==> config.mk <==
export PLATFORM = sky130hd
export DESIGN_NAME = rule_seq
export DESIGN_NICKNAME = d
export VERILOG_FILES = /design/src/rtl/fuzzy_pkg.sv /design/src/rtl/min_u.sv /design/src/rtl/rule_seq.sv
export SDC_FILE = /design/constraint.sdc
export NUM_CORES = 1
export LEC_CHECK = 0
export CORE_UTILIZATION = 52
export DETAILED_ROUTE_END_ITERATION = 6
export MAX_ROUTING_LAYER = met4
export PLACE_DENSITY = 0.81
export SLEW_MARGIN = 20
export SYNTH_ARGS = -nofsm -noshare
export SYNTH_HDL_FRONTEND = slang
export SYNTH_SLANG_ARGS = --single-unit
==> constraint.sdc <==
create_clock -name clk -period 5.8 [get_ports clk]
set_input_delay 1.16 -clock clk [delete_from_list [all_inputs] [get_ports clk]]
set_output_delay 1.16 -clock clk [all_outputs]
set_load 0.03 [all_outputs]
==> src/rtl/fuzzy_pkg.sv <==
// -----------------------------------------------------------------------------
// fuzzy_pkg
// Shared constants and types for the fuzzy rule sequencer.
//   MU_W    : width of a membership value / rule weight
//   SUM_W   : width of the weight accumulator (9 full-scale weights fit)
//   N_RULES : rules evaluated per pass (3 temperature sets x 3 delta sets)
//   N_SETS  : fuzzy sets per input (neg, zero, pos)
//   state_t : sequencer states
// -----------------------------------------------------------------------------
package fuzzy_pkg;

  localparam int MU_W    = 16;
  localparam int SUM_W   = MU_W + 4;
  localparam int N_RULES = 9;
  localparam int N_SETS  = 3;

  typedef enum logic [1:0] {
    IDLE = 2'd0,
    RUN  = 2'd1,
    DONE = 2'd2
  } state_t;

endpackage

==> src/rtl/min_u.sv <==
// -----------------------------------------------------------------------------
// min_u
// Unsigned two-input minimum. On a tie the first operand is returned, which
// is numerically identical to the second.
// Ports:
//   i_a, i_b : operands (MU_W bits, unsigned)
//   o_min    : smaller of the two operands
// -----------------------------------------------------------------------------
module min_u #(
  parameter int MU_W = fuzzy_pkg::MU_W
) (
  input  logic [MU_W-1:0] i_a,
  input  logic [MU_W-1:0] i_b,
  output logic [MU_W-1:0] o_min
);

  // Plain magnitude compare; both operands are unsigned so no sign handling.
  assign o_min = (i_a <= i_b) ? i_a : i_b;

endmodule

==> src/rtl/rule_seq.sv <==
// -----------------------------------------------------------------------------
// rule_seq
// Walks the nine fuzzy rules (temperature set i x delta-T set j) one per
// accepted transfer, emitting each rule weight min(muT[i], muD[j]) over a
// valid/ready handshake and accumulating the sum of emitted weights.
// Ports:
//   clk, rst            : clock (rising edge), synchronous active-high reset
//   start               : request a 9-rule pass (only honoured when idle)
//   muT_neg/zero/pos    : temperature memberships, latched at start
//   muD_neg/zero/pos    : delta-T memberships, latched at start
//   busy                : high from start acceptance until the done cycle ends
//   w_valid / w_ready   : weight handshake, transfer when both high
//   w_idx               : rule index 3*i+j
//   w_data              : rule weight for w_idx
//   sum_w               : running / final sum of transferred weights
//   done                : one-cycle pulse when the pass completes
// -----------------------------------------------------------------------------
module rule_seq #(
  parameter int MU_W  = fuzzy_pkg::MU_W,
  parameter int SUM_W = fuzzy_pkg::SUM_W
) (
  input  logic             clk,
  input  logic             rst,
  input  logic             start,
  input  logic [MU_W-1:0]  muT_neg,
  input  logic [MU_W-1:0]  muT_zero,
  input  logic [MU_W-1:0]  muT_pos,
  input  logic [MU_W-1:0]  muD_neg,
  input  logic [MU_W-1:0]  muD_zero,
  input  logic [MU_W-1:0]  muD_pos,
  output logic             busy,
  output logic             w_valid,
  input  logic             w_ready,
  output logic [3:0]       w_idx,
  output logic [MU_W-1:0]  w_data,
  output logic [SUM_W-1:0] sum_w,
  output logic             done
);

  import fuzzy_pkg::*;

  localparam logic [1:0] LAST_SET = 2'(N_SETS - 1);

  state_t           r_state;
  state_t           w_nextState;
  logic [1:0]       r_i;
  logic [1:0]       r_j;
  logic [MU_W-1:0]  r_muT [N_SETS];
  logic [MU_W-1:0]  r_muD [N_SETS];
  logic [SUM_W-1:0] r_sum;
  logic [MU_W-1:0]  w_selT;
  logic [MU_W-1:0]  w_selD;
  logic [MU_W-1:0]  w_min;
  logic             w_lastRule;
  logic             w_xfer;
  logic             w_accept;

  // The pass ends on the transfer of the rule where both set counters are
  // at their last value; the counters never wrap inside a pass.
  assign w_lastRule = (r_i == LAST_SET) && (r_j == LAST_SET);
  assign w_accept   = (r_state == IDLE) && start;

  // Next-state logic. Start is only looked at in IDLE, and a transfer is
  // only possible in RUN, so stray starts or ready pulses elsewhere do nothing.
  always_comb begin
    w_nextState = r_state;
    w_xfer      = 1'b0;
    case (r_state)
      IDLE: begin
        if (start) begin
          w_nextState = RUN;
        end
      end
      RUN: begin
        w_xfer = w_ready;
        if (w_ready && w_lastRule) begin
          w_nextState = DONE;
        end
      end
      DONE: begin
        w_nextState = IDLE;
      end
      default: begin
        w_nextState = IDLE;
      end
    endcase
  end

  // State register; reset wins over anything sampled on the same edge.
  always_ff @(posedge clk) begin
    if (rst) begin
      r_state <= IDLE;
    end else begin
      r_state <= w_nextState;
    end
  end

  // Datapath: latch the memberships on an accepted start so later input
  // changes cannot disturb the pass, then step j (inner) and i (outer) on
  // every transfer while adding the emitted weight into the sum. The sum
  // is left alone after the pass so it stays readable until the next start.
  always_ff @(posedge clk) begin
    if (rst) begin
      r_i   <= 2'd0;
      r_j   <= 2'd0;
      r_sum <= '0;
      for (int k = 0; k < N_SETS; k++) begin
        r_muT[k] <= '0;
        r_muD[k] <= '0;
      end
    end else if (w_accept) begin
      r_i      <= 2'd0;
      r_j      <= 2'd0;
      r_sum    <= '0;
      r_muT[0] <= muT_neg;
      r_muT[1] <= muT_zero;
      r_muT[2] <= muT_pos;
      r_muD[0] <= muD_neg;
      r_muD[1] <= muD_zero;
      r_muD[2] <= muD_pos;
    end else if (w_xfer) begin
      r_sum <= r_sum + SUM_W'(w_min);
      if (!w_lastRule) begin
        if (r_j == LAST_SET) begin
          r_j <= 2'd0;
          r_i <= r_i + 2'd1;
        end else begin
          r_j <= r_j + 2'd1;
        end
      end
    end
  end

  // Operand selection for the shared min unit, one latched value per input.
  always_comb begin
    w_selT = '0;
    w_selD = '0;
    case (r_i)
      2'd0:    w_selT = r_muT[0];
      2'd1:    w_selT = r_muT[1];
      2'd2:    w_selT = r_muT[2];
      default: w_selT = '0;
    endcase
    case (r_j)
      2'd0:    w_selD = r_muD[0];
      2'd1:    w_selD = r_muD[1];
      2'd2:    w_selD = r_muD[2];
      default: w_selD = '0;
    endcase
  end

  // A single min unit serves all nine rules, one rule per cycle.
  min_u #(
    .MU_W (MU_W)
  ) u_min (
    .i_a   (w_selT),
    .i_b   (w_selD),
    .o_min (w_min)
  );

  // Outputs. The index is 3*i+j formed as 2*i + i + j.
  assign busy    = (r_state != IDLE);
  assign w_valid = (r_state == RUN);
  assign done    = (r_state == DONE);
  assign w_idx   = {1'b0, r_i, 1'b0} + {2'b00, r_i} + {2'b00, r_j};
  assign w_data  = w_valid ? w_min : '0;
  assign sum_w   = r_sum;

endmodule
* Word level (Yosys, flattened, before mapping)
Memories as Yosys holds them, arrays and structs flattened. Cells that the tools add are included.
Operators by class: add/sub/neg operators 5, order comparisons 1, eq/ne operators 8, mux-type cells 20, bitwise gates (word level) 7, reduce and logical (&&, ||, !) cells 11
Operator list (number):
- $mux W16 | 8
- $pmux W16 S3 | 2
- $add A20 B16 Y20 | 1
- $le A16 B16 Y1 | 1
- $eq A2 B1 Y1 const B | 3
- $eq A2 B2 Y1 const B | 3
- $logic_not A2 Y1 | 3
- $mux W1 | 6
- $mux W2 | 3
- $or A1 B1 Y1 | 6
- $add A2 B1 Y2 const B | 2
- $add A3 B2 Y4 | 1
- $add A4 B2 Y4 | 1
- $pmux W2 S2 | 1
- $reduce_and A2 Y1 | 2
- $logic_and A1 B1 Y1 | 3
- $reduce_and A3 Y1 | 1
- $ne A2 B1 Y1 const B | 1
- $ne A2 B2 Y1 const B | 1
- $reduce_bool A2 Y1 | 1
- $reduce_or A2 Y1 | 1
- $not A1 Y1 | 1
Storage, ports and cells: register bits after elaboration 26, memory bits (writable) 96, input bits 100, output and inout bits 43, word-level logic and storage cells 58, memories kept 2
Memory list:
- r_muD | words 3, bits a word 16, rd ports 3, clocked after Yosys merged registers in 0, wr ports 3, line rule_seq.sv:49 | logic [MU_W-1:0] r_muD [N_SETS];
- r_muT | words 3, bits a word 16, rd ports 3, clocked after Yosys merged registers in 0, wr ports 3, line rule_seq.sv:48 | logic [MU_W-1:0] r_muT [N_SETS];

* Longest topological paths before layout
Gate-level depths: netlist of the first run.
depth after elaboration 6, mapped depth 26, depth with buffers taken out 22

* By module
Synthesis of the first run repeated with hierarchy kept, for this count alone.
Unflattened totals: cell total of the unflattened synthesis 727, area total of the unflattened synthesis 7369.6 µm²
Modules (own cells, without submodules):
- rule_seq | instances 1, cells each 572, area each 6298.5 µm², seq. area each 3403.3 µm²
- min_u | instances 1, cells each 155, area each 1071.0 µm², seq. area each 0.0 µm²

* Worst setup path before layout of the first run
OpenSTA, ideal clock, no wires.
path type flip-flop to flip-flop, start point register r_i[0], end point register r_sum[16], in the netlist sum_w[16], arrival time 4.687 ns, data required time 5.531 ns, setup slack 0.843 ns, stages on the path, launching flop included 26, cells stage by stage dfxtp_1 -> inv_1 -> ha_1 -> clkbuf_1 -> clkbuf_1 -> a222oi_1 -> nor2_1 -> ha_1 -> a21o_1 -> a21o_1 -> a2111oi_2 -> a22oi_2 -> buf_6 -> buf_12 -> or2_1 -> nand2_1 -> ha_1 -> inv_1 -> fa_1 -> nor2b_1 -> o31ai_1 -> a211oi_1 -> o21ai_0 -> a21oi_1 -> xnor2_1 -> nor2_1
Between the ends: word-level cells in the longest chain between the ends 5, elaborated cells on any way between the ends 7, classes of those cells add/sub: 1; order compare: 1; eq/ne: 2; mux: 2; reduce/logical: 1
Ends and longest elaborated chain:
- start, declared | line rule_seq.sv:46 | logic [1:0] r_i;
- start signal, assigned | line rule_seq.sv:126 | r_i <= r_i + 2'd1;
- $eq A2 B2 Y1, or another cell as far along | line rule_seq.sv:138 | case (r_i)
- $pmux W16 S3 (*) | line rule_seq.sv:138
- $le A16 B16 Y1 | line min_u.sv:18 | assign o_min = (i_a <= i_b) ? i_a : i_b;
- $mux W16 (*) | line min_u.sv:18
- $add A20 B16 Y20 (*) | line rule_seq.sv:122 | r_sum <= r_sum + SUM_W'(w_min);
- end signal, assigned | line rule_seq.sv:122
- end, declared | line rule_seq.sv:50 | logic [SUM_W-1:0] r_sum;
Mark *: on every way between the ends. The rest lies on a longest branch, timed or not. A chain may end at the register's enable or synchronous reset.

* Final worst setup path of the first run
start point register r_i[1], end point register r_sum[19], in the netlist sum_w[19]
Same word-level chain as after synthesis.

==> run_results.csv, run 1 <==
group,metric,value,unit
placed_design,dp_slack,0.433,ns
clocking,postCtsHoldBufs,0,
timing,finalSetupViolations,0,
setup_path,critPathMaxStageDelay,0.43,ns
setup_path,crit_type,"reg2reg",
synthesis,synth_edf_count,96,
power,total_power,2530,uW
clocking,cts_setup_buffers,0,
synthesis,async_flop_share,0,%
global_routing,grt_max_degree,98,
global_routing,grtUsageMet2,43.6,%
synthesis,syn_nets,769,
finish,antenna_cells,0,
timing,setup_tns,0,ns
global_routing,use_met1,34.0,%
synthesis,postSynthCellCount,628,
synthesis,syn_area_per_cell,10.7,um^2
finish,utilization,69.9,%
timing,timing.slew.headroom,42.6,%
clocking,cts_tree,"yes",
clocking,clkLatencyLatePin,0.41,ns
clocking,clk_path_buf_depth,2,
synthesis,ys_ff_latch,122,
routing,first_iter_violations,409,
finish,layout.nets,904,
power,ir_drop,194,uV
placed_design,gp_congestion,0.926,
timing,clock.fmax,186,MHz
clocking,clkTransAtPathRegs,0.06,ns
global_routing,grt_use_total,26.8,%
setup_path,cp_max_fo,17,
flow_run,maxCapViolCount,0,
die,start_util,53.3,%
timing,finalHoldViolations,0,
routing,drc,0,
setup_path,cp-end-kind,"flip-flop",
timing,min_period,5.37,ns
timing,fin_ws,0.429,ns
routing,wl,16700,um
synthesis,synth.cell_area,0.00670,mm^2
timing,rsz0062_at_grt,"false",
global_routing,grt_pass1_vias,4997,
clocking,clock_sink_count,122,
timing,finalCritPeriodShare,92.6,%
routing,vias_per_cell,5.45,
routing,num_vias,5168,
power,power_density,288,mW/mm^2
routing,first_pass_iters,7,
setup_path,crit_slowest_cell,"dfxtp_1",
setup_path,path_common_cell,"ha_1",
setup_path,start_kind,"flip-flop",
setup_path,worstPathCellList,"inv_1, ha_1, a222oi_1, nor2_1, ha_1, nand4_1, nor3_2, a21boi_1, a2111oi_2, a22oi_2, buf_4, mux2i_1, ha_1, a21o_1, a221oi_1, a2bb2oi_1, a21oi_1, o31a_1, a31oi_1, a41o_1",
routing,wl_per_cell,17.6,um
die,die_h,115,um
die,die_w,115,um
clocking,cts_root_buffer,"clkbuf_16",
clocking,htreeDepth,4,
global_routing,grt.busiest_layer,"met2",
global_routing,grt_pass1_wl,25800,um
routing,postRouteAntennaNets,0,
synthesis,synth-seq-area-share,50.8,%
clocking,cts_buffers,17,
die,core,0.0126,mm^2
timing,finalMaxSlewViolations,0,
synthesis,synth.distinct_cells,53,
placed_design,hpwl,12200,um
min_path,worstHoldPathType,"reg2reg",
global_routing,grt-ovfl-total,0,
power,leakage,0.00355,uW
die,core.rowCount,41,
outcome,status,"finished clean",
placed_design,port_buffers,142,
synthesis,synth_ff_type,"edfxtp_1",
synthesis,ys.warnings.count,0,
finish,final_layout_size_suffix_gt1_share,8.63,%
die,io_pins,143,
die,die_area,0.0133,mm^2
setup_path,cp.required,6.16,ns
finish,area_growth,31.1,%
global_routing,antenna_found_initial,0,
timing,skew,0.00764,ns
global_routing,grtUsageMet3,3.92,%
timing,tightest_slew,0.861,ns
setup_path,cp.arrival,5.73,ns
## layout by cell type, fill, tap and decap left out, types with 2 or more instances in the layout
cell type	count
inv_1	30
edfxtp_1	96
inv_6	4
nand4_1	4
nand4b_1	2
nand2b_1	3
clkbuf_16	17
xor2_1	2
a211oi_1	3
a222oi_1	16
a21o_1	9
mux2i_1	33
nor2b_1	12
fa_1	3
nand2_1	29
clkdlybuf4s50_1	126
nor3_1	5
nand3_1	15
ha_1	36
or3_1	3
o21a_1	2
a21oi_1	47
xnor2_1	9
clkinv_2	2
clkinvlp_4	4
nor2_1	53
buf_4	24
clkinv_4	3
and2_1	111
ha_2	2
o21ai_0	15
dfxtp_1	26
a31oi_1	4
## synthesized netlist by cell type (15+ instances only)
library cell    n  area, um^2
and2_1        111         694
edfxtp_1       96        2880
nor2_1         54         203
a21oi_1        47         235
ha_1           38         475
mux2i_1        33         330
inv_1          31         116
nand2_1        29         109
clkbuf_1       27         101
dfxtp_1        26         521
a222oi_1       16         160
nand3_1        15        75.1
o21ai_0        15        75.1
## final timing paths
| path | slack [ns] | startpoint | cells past startpoint | endpoint |
|---|---|---|---|---|
| worst max-delay path | 0.43 | r_i[1]$_SDFFE_PP0P_ | 20 | sum_w[19]$_SDFFE_PP0P_ |
| worst min-delay path | 0.49 | sum_w[6]$_SDFFE_PP0P_ | 2 | sum_w[6]$_SDFFE_PP0P_ |
| worst max register to register | 0.43 | r_i[1]$_SDFFE_PP0P_ | 20 | sum_w[19]$_SDFFE_PP0P_ |
| worst min register to register | 0.49 | sum_w[6]$_SDFFE_PP0P_ | 2 | sum_w[6]$_SDFFE_PP0P_ |
## cells by family (layout without fill, tap and decap cells)
kind of cell / after synthesis / count (layout) / share of synthesized area [%]
and+or+nand+nor: 245 / 245 / 19.6
adders and majority gates: 41 / 41 / 8.00
muxes: 34 / 34 / 5.10
buffers and inverters: 65 / 213 / 4.11
DFF: 122 / 122 / 50.8
AOI/OAI and AO/OA: 110 / 110 / 10.9
xor gates and xnor gates: 11 / 11 / 1.44
## sequential cells by signal, indices dropped and copies added (netlist names)
signal,cells
r_muT,48
r_state,2
sum_w,20
r_i,2
r_muD,48
r_j,2
## where the power goes
| group | internal (uW) | switching, uW |
|---|---|---|
| clock network | 597 | 421 |
| registers | 1020 | 26.7 |
| logic | 206 | 261 |
| total | 1820 | 709 |
## cell type report
type / count / area (um^2)
fillers: 926 / 3780
flip-flops and latches: 122 / 3400
multi-input cells: 441 / 3040
repair buffers: 150 / 1440
clock buffers: 17 / 425
well taps: 172 / 215
clock inverters: 15 / 143
inverters: 31 / 119
## per-stage QoR
| step | hold WS [ns] | cell area (um^2) | instances |
|---|---|---|---|
| 2_1_floorplan | 0.518 | 6700 | 628 |
| 3_5_place_dp | 0.474 | 8210 | 916 |
| 5_1_grt | 0.494 | 8780 | 948 |
| 3_3_place_gp | 0.465 | 8210 | 916 |
| 6_report | 0.485 | 8780 | 948 |
| 4_1_cts | 0.482 | 8770 | 948 |
## layer usage
layer	vias up	wire, um	share of wire, %
met5	-	0	0
met4	0	308	1.8
met3	23	952	5.7
met2	217	8160	49
met1	2425	7240	43
li1	2503	-	-
## worst max-delay path, delay by kind of cell (launching register included)
family                     cells  cell delay (ns)
muxes                          1             0.37
and+or+nand+nor                3             0.55
adders and majority gates      3             1.14
buffers and inverters          2             0.44
DFF                            1             0.43
AOI/OAI and AO/OA             11             2.38
## what timing repair did
action,4_1_cts,5_1_grt
resized for setup,0,3
endpoints found under the hold margin,0,0
endpoints found under the setup margin,0,7
No activity file was read; power rests on OpenSTA's default activity.
==> run 2, diff against run 1 <==
Settings changed: CORE_UTILIZATION 52 to 35, HOLD_SLACK_MARGIN set to 0.12, PLACE_DENSITY 0.81 to unset.
Clock period 5.8 ns to 5.2 ns, I/O delays scaled along.
==> run 2 against run 1 <==
Critical path depth is 6 lower; register-to-register slack worse by 0.07 ns; routed wire length is 0.26% lower; combinational power is 26% higher; cell count is 8.4% higher; non-clock buffer count is 18 higher; sequential power is 12% higher; sequential share of layout area is 2.3 points lower; core utilization is 20 points lower.
==> run_results.csv, run 2 (same netlist as run 1, synthesis figures left out) <==
group,metric,value,unit
clocking,clkLatencyLatePin,0.41,ns
timing,finalCritPeriodShare,94.4,%
timing,min_period,4.91,ns
power,switching_share,27.5,%
clocking,htreeDepth,4,
setup_path,crit_type,"reg2out",
setup_path,worstPathCellList,"inv_2, ha_4, a222oi_1, nor2_1, ha_1, nand4_1, nor3_2, a21boi_2, a2111oi_2, a22oi_2, buf_12, mux2i_1, and2_1, buf_12",
setup_path,path_common_cell,"buf_12",
finish,final_cell_mix,"clkdlybuf4s50_1, and2_1, edfxtp_1",
die,die_area,0.0197,mm^2
outcome,status,"finished clean",
clocking,clock_sink_count,122,
timing,finalHoldViolations,0,
finish,layout.cells.most_common,"clkdlybuf4s50_1",
clocking,cts_setup_buffers,0,
timing,timing.slew.headroom,43.7,%
global_routing,grt_max_degree,98,
clocking,clkTransAtPathRegs,0.06,ns
min_path,min-delay-start,"sum_w[5]$_SDFFE_PP0P_",
global_routing,grt_use_total,18.1,%
power,leakage,0.00371,uW
placed_design,place_inst,996,
global_routing,grt_pass1_vias,5061,
setup_path,cp.arrival,3.87,ns
setup_path,cp.required,4.16,ns
clocking,clk_path_buf_depth,2,
placed_design,hpwl,12700,um
min_path,hold_depth,2,
setup_path,cp-end-kind,"output pin",
die,die_h,140,um
routing,postRouteAntennaNets,0,
power,total_power,2950,uW
power,p_clk_share,40.8,%
timing,clock.fmax,204,MHz
setup_path,r2r_cells,24,
power,seq_power_share,39.2,%
routing,first_iter_violations,339,
flow_run,maxCapViolCount,0,
die,core,0.0187,mm^2
global_routing,antenna_found_initial,0,
finish,final_layout_size_suffix_gt1_share,13.0,%
placed_design,port_buffers,142,
routing,num_vias,5005,
timing,finalMaxSlewViolations,0,
finish,antenna_cells,0,
setup_path,r2r_end,"sum_w[8]$_SDFFE_PP0P_",
min_path,worstHoldPathType,"reg2reg",
finish,area_growth,39.6,%
routing,vias_per_cell,4.87,
setup_path,r2r_start,"r_i[0]$_SDFFE_PP0P_",
die,die_w,140,um
clocking,cts_tree,"yes",
die,io_pins,143,
setup_path,worst-r2r-setup-slack,0.36,ns
clocking,cts_root_buffer,"clkbuf_16",
min_path,holdPathEnd,"sum_w[5]$_SDFFE_PP0P_",
routing,wl_per_cell,16.2,um
setup_path,critPathMaxStageDelay,0.41,ns
clocking,cts_buffers,17,
setup_path,cp_max_fo,17,
power,power_density,316,mW/mm^2
die,core.rowCount,50,
timing,setup_tns,0,ns
power,p_switching,811,uW
routing,drc,0,
routing,first_pass_iters,6,
power,ir_drop,190,uV
routing,wl,16600,um
die,start_util,35.8,%
power,combPwrFrac,20.0,%
setup_path,crit_slowest_cell,"dfxtp_2",
global_routing,grt-ovfl-total,0,
finish,layout.nets,922,
timing,skew,0.00519,ns
timing,tightest_slew,0.843,ns
setup_path,start_kind,"flip-flop",
power,p_int,2140,uW
finish,fin_cells,1028,
timing,finalSetupViolations,0,
global_routing,grt_pass1_wl,26200,um
placed_design,gp_congestion,0.888,
run 2: what timing repair did:
action / CTS / global route
setup endpoints to repair: 18 / 29
gates resized for setup: 8 / 16
hold buffers: 0 / 0
cloned: 0 / 0
hold endpoints to repair: 0 / 0
run 2: area by class of cell:
| type | count | area, um^2 |
|---|---|---|
| clock buffers | 17 | 425 |
| clock inverters | 15 | 178 |
| fillers | 1698 | 9360 |
| inverters | 31 | 119 |
| multi-input cells | 441 | 3130 |
| flip-flops and latches | 122 | 3400 |
| well taps | 234 | 293 |
| repair buffers | 168 | 1800 |
run 2: layer usage:
layer	part of all wire (%)	GRT usage [%]	up-vias
li1	-	-	2542
met1	47	23.3	2325
met2	48	29.2	123
met3	3.7	2.77	15
met4	1.3	6.07	0
met5	0	-	-
run 2: worst max-delay path, delay by kind of cell, from the launching register on:
family,cells,cell delay [ns]
adder cells (fa/ha/maj),2,0.59
buffers and inverters,3,0.44
multiplexers,1,0.39
flip-flops,1,0.41
AO/OA/AOI/OAI,4,0.87
AND/OR/NAND/NOR,4,0.75
run 2: worst max path at each step:
stage	start	endpoint	cells after the start	slack, ns
after floorplan	r_i[0]$_SDFFE_PP0P_	sum_w[16]$_SDFFE_PP0P_	25	0.24
after global placement	r_i[1]$_SDFFE_PP0P_	sum_w[16]$_SDFFE_PP0P_	22	0.04
after detailed placement	r_i[1]$_SDFFE_PP0P_	sum_w[19]$_SDFFE_PP0P_	20	-0.06
after CTS	r_i[1]$_SDFFE_PP0P_	sum_w[19]$_SDFFE_PP0P_	20	0.04
after global routing	r_i[0]$_SDFFE_PP0P_	sum_w[18]$_SDFFE_PP0P_	24	-0.03
final	r_i[1]$_SDFFE_PP0P_	w_data[10]	14	0.29
run 2: power by group through the flow:
stage | Sequential [uW] | Clock, uW | Combinational [uW]
after floorplan | 1180 | 0 | 326
after global placement | 1180 | 0 | 577
after detailed placement | 1180 | 0 | 581
after CTS | 1160 | 1230 | 590
after global routing | 1170 | 1260 | 645
final | 1160 | 1200 | 590
run 2: stage by stage:
step / area, um^2 / worst slack, ns / hold WS, ns / utilization (%)
finish: 9350 / 0.289 / 0.478 / 50.0
global route: 9350 / -0.0278 / 0.497 / 50.0
CTS: 9270 / 0.0364 / 0.482 / 49.6
detailed placement: 8640 / -0.0593 / 0.474 / 46.2
global placement: 8640 / 0.0420 / 0.466 / 46.2
floorplan: 6700 / 0.243 / 0.518 / -
==> run 3, diff against run 2 <==
--- a/config.mk
+++ b/config.mk
@@ -9,2 +9,3 @@
 export DETAILED_ROUTE_END_ITERATION = 6
+export DONT_BUFFER_PORTS = 1
 export HOLD_SLACK_MARGIN = 0.12
==> constraint.sdc (replaced) <==
create_clock -name clk -period 5.2 [get_ports clk]
set_input_delay 0.78 -clock clk [delete_from_list [all_inputs] [get_ports clk]]
set_output_delay 0.78 -clock clk [all_outputs]
set_load 0.03 [all_outputs]
==> run 3 against run 2 <==
Worst setup slack better by 0.030 ns; flip-flop and latch count stayed put; global-route usage is 0.51 points lower; critical path type is now reg2reg.
==> run_results.csv, run 3 (same netlist as run 1, synthesis figures left out) <==
group,metric,value,unit
outcome,status,"finished clean",
power,combPwrFrac,17.0,%
die,core.rowCount,50,
setup_path,cp.arrival,5.24,ns
routing,wl_per_cell,18.2,um
finish,final_layout_size_suffix_gt1_share,14.2,%
placed_design,dp_slack,-0.126,ns
finish,layout.nets,790,
global_routing,antenna_found_initial,2,
placed_design,gp_congestion,0.923,
finish,final.fill_count,1727,
power,seq_power_share,40.9,%
finish,layout.cells.most_common,"and2_1",
setup_path,cp.required,5.56,ns
timing,skew,0.00505,ns
power,p_int,2090,uW
finish,fin_cells,898,
global_routing,grt_use_total,17.6,%
power,power_density,356,mW/mm^2
min_path,worstHoldPathType,"in2reg",
routing,vias_per_cell,5.13,
timing,finalHoldViolations,0,
setup_path,critPathMaxStageDelay,0.42,ns
routing,num_vias,4604,
die,die_w,140,um
global_routing,grt_max_degree,98,
timing,finalMaxSlewViolations,0,
setup_path,cp-end-kind,"flip-flop",
routing,first_pass_iters,6,
finish,multi_input_area,0.00315,mm^2
timing,min_period,4.88,ns
die,die_h,140,um
timing,setup_tns,0,ns
setup_path,crit_family,"compound AO/OA/AOI/OAI gates",
power,switching_share,27.0,%
setup_path,crit_type,"reg2reg",
timing,timing.slew.headroom,33.0,%
finish,area_growth,19.9,%
setup_path,crit_slowest_cell,"a222oi_1",
routing,first_iter_violations,427,
clocking,cts_tree,"yes",
setup_path,start_kind,"flip-flop",
global_routing,grt_pass1_wl,25400,um
flow_run,maxCapViolCount,0,
routing,wl,16300,um
finish,area.sequential,0.00341,mm^2
die,die_area,0.0197,mm^2
setup_path,cp_max_fo,9,
timing,fin_ws,0.319,ns
finish,final_cell_mix,"and2_1, edfxtp_1, nor2_1",
global_routing,grt-ovfl-total,0,
power,p_switching,772,uW
clocking,clk_path_buf_depth,2,
placed_design,place_inst,856,
global_routing,grt_pass1_vias,4694,
setup_path,worstPathCellList,"inv_2, ha_4, clkbuf_4, a222oi_1, nor2_1, ha_1, buf_4, nand3_1, a21oi_1, a2111oi_4, a22oi_2, buf_4, or2_1, nand2_1, ha_1, inv_1, fa_1, nor2b_2, o31ai_2, a21oi_2, o21a_1, nor2_1, or4_1, nand3_1",
power,ir_drop,227,uV
placed_design,hpwl,12000,um
clocking,cts_root_buffer,"clkbuf_16",
clocking,htreeDepth,4,
die,io_pins,143,
timing,finalSetupViolations,0,
routing,postRouteAntennaNets,0,
power,leakage,0.00319,uW
clocking,clkTransAtPathRegs,0.06,ns
die,core,0.0187,mm^2
clocking,postCtsHoldBufs,0,
timing,tightest_slew,1.01,ns
timing,clock.fmax,205,MHz
timing,finalCritPeriodShare,93.9,%
die,start_util,35.8,%
power,p_clk_share,42.1,%
setup_path,path_buf_inv,5,
routing,drc,0,
placed_design,port_buffers,0,
clocking,cts_buffers,17,
clocking,clock_sink_count,122,
clocking,clkLatencyLatePin,0.41,ns
[run 3: changes by cell type in the layout (fill, tap and decap cells not counted), moves of 2 or more]
cell	previous run	this run
inv_8	3	0
mux2i_1	26	31
clkinv_1	0	2
inv_6	5	3
clkinv_2	0	2
mux2i_2	7	2
buf_12	18	15
diode_2	0	2
buf_4	24	19
clkdlybuf4s50_1	126	0
[run 3: path summary, 6_finish.rpt]
check                      start                      end  slack [ns]  cells after the start
min reg2reg  r_i[1]$_SDFFE_PP0P_      r_i[1]$_SDFFE_PP0P_        0.58                      2
min                          rst  r_state[1]$_SDFFE_PP0P_        0.44                      1
max reg2reg  r_i[0]$_SDFFE_PP0P_    sum_w[8]$_SDFFE_PP0P_        0.32                     24
max          r_i[0]$_SDFFE_PP0P_    sum_w[8]$_SDFFE_PP0P_        0.32                     24
[run 3: routing by layer]
layer	up-vias	track usage, %	share of wire (%)
li1	2281	-	-
met5	-	-	0
met1	2161	22.0	45
met3	17	4.14	5.6
met4	0	6.71	1.6
met2	145	27.6	48
[run 3: repair_timing]
item / 4_1_cts / 5_1_grt
buffers inserted: 0 / 8
resized for setup: 4 / 23
endpoints found under the hold margin: 0 / 0
endpoints found under the setup margin: 8 / 14
pin swaps: 1 / 16
[run 3: cell type report]
type	instances	area share, %
inverters	31	1.48
multi-input cells	441	39.2
well taps	234	3.65
diodes	2	0.0623
repair buffers	36	5.75
flip-flops and latches	122	42.4
clock buffers	17	5.30
clock inverters	15	2.15
[run 3: metrics by stage]
stage | util (%) | power, uW | cell area [um^2] | hold WS (ns)
finish | 42.9 | 2860 | 8030 | 0.438
global placement | 38.7 | 1650 | 7240 | 0.573
floorplan | - | 1510 | 6700 | 0.518
detailed placement | 38.7 | 1660 | 7240 | 0.578
CTS | 42.0 | 2860 | 7860 | 0.422
global route | 42.9 | 2990 | 8030 | 0.418
[run 3: power by group through the flow]
| stage | Sequential, uW | Combinational, uW | Clock, uW |
|---|---|---|---|
| finish | 1170 | 487 | 1200 |
| global route | 1180 | 538 | 1270 |
| CTS | 1170 | 469 | 1220 |
| detailed placement | 1190 | 467 | 0 |
| global placement | 1190 | 458 | 0 |
| floorplan | 1180 | 326 | 0 |
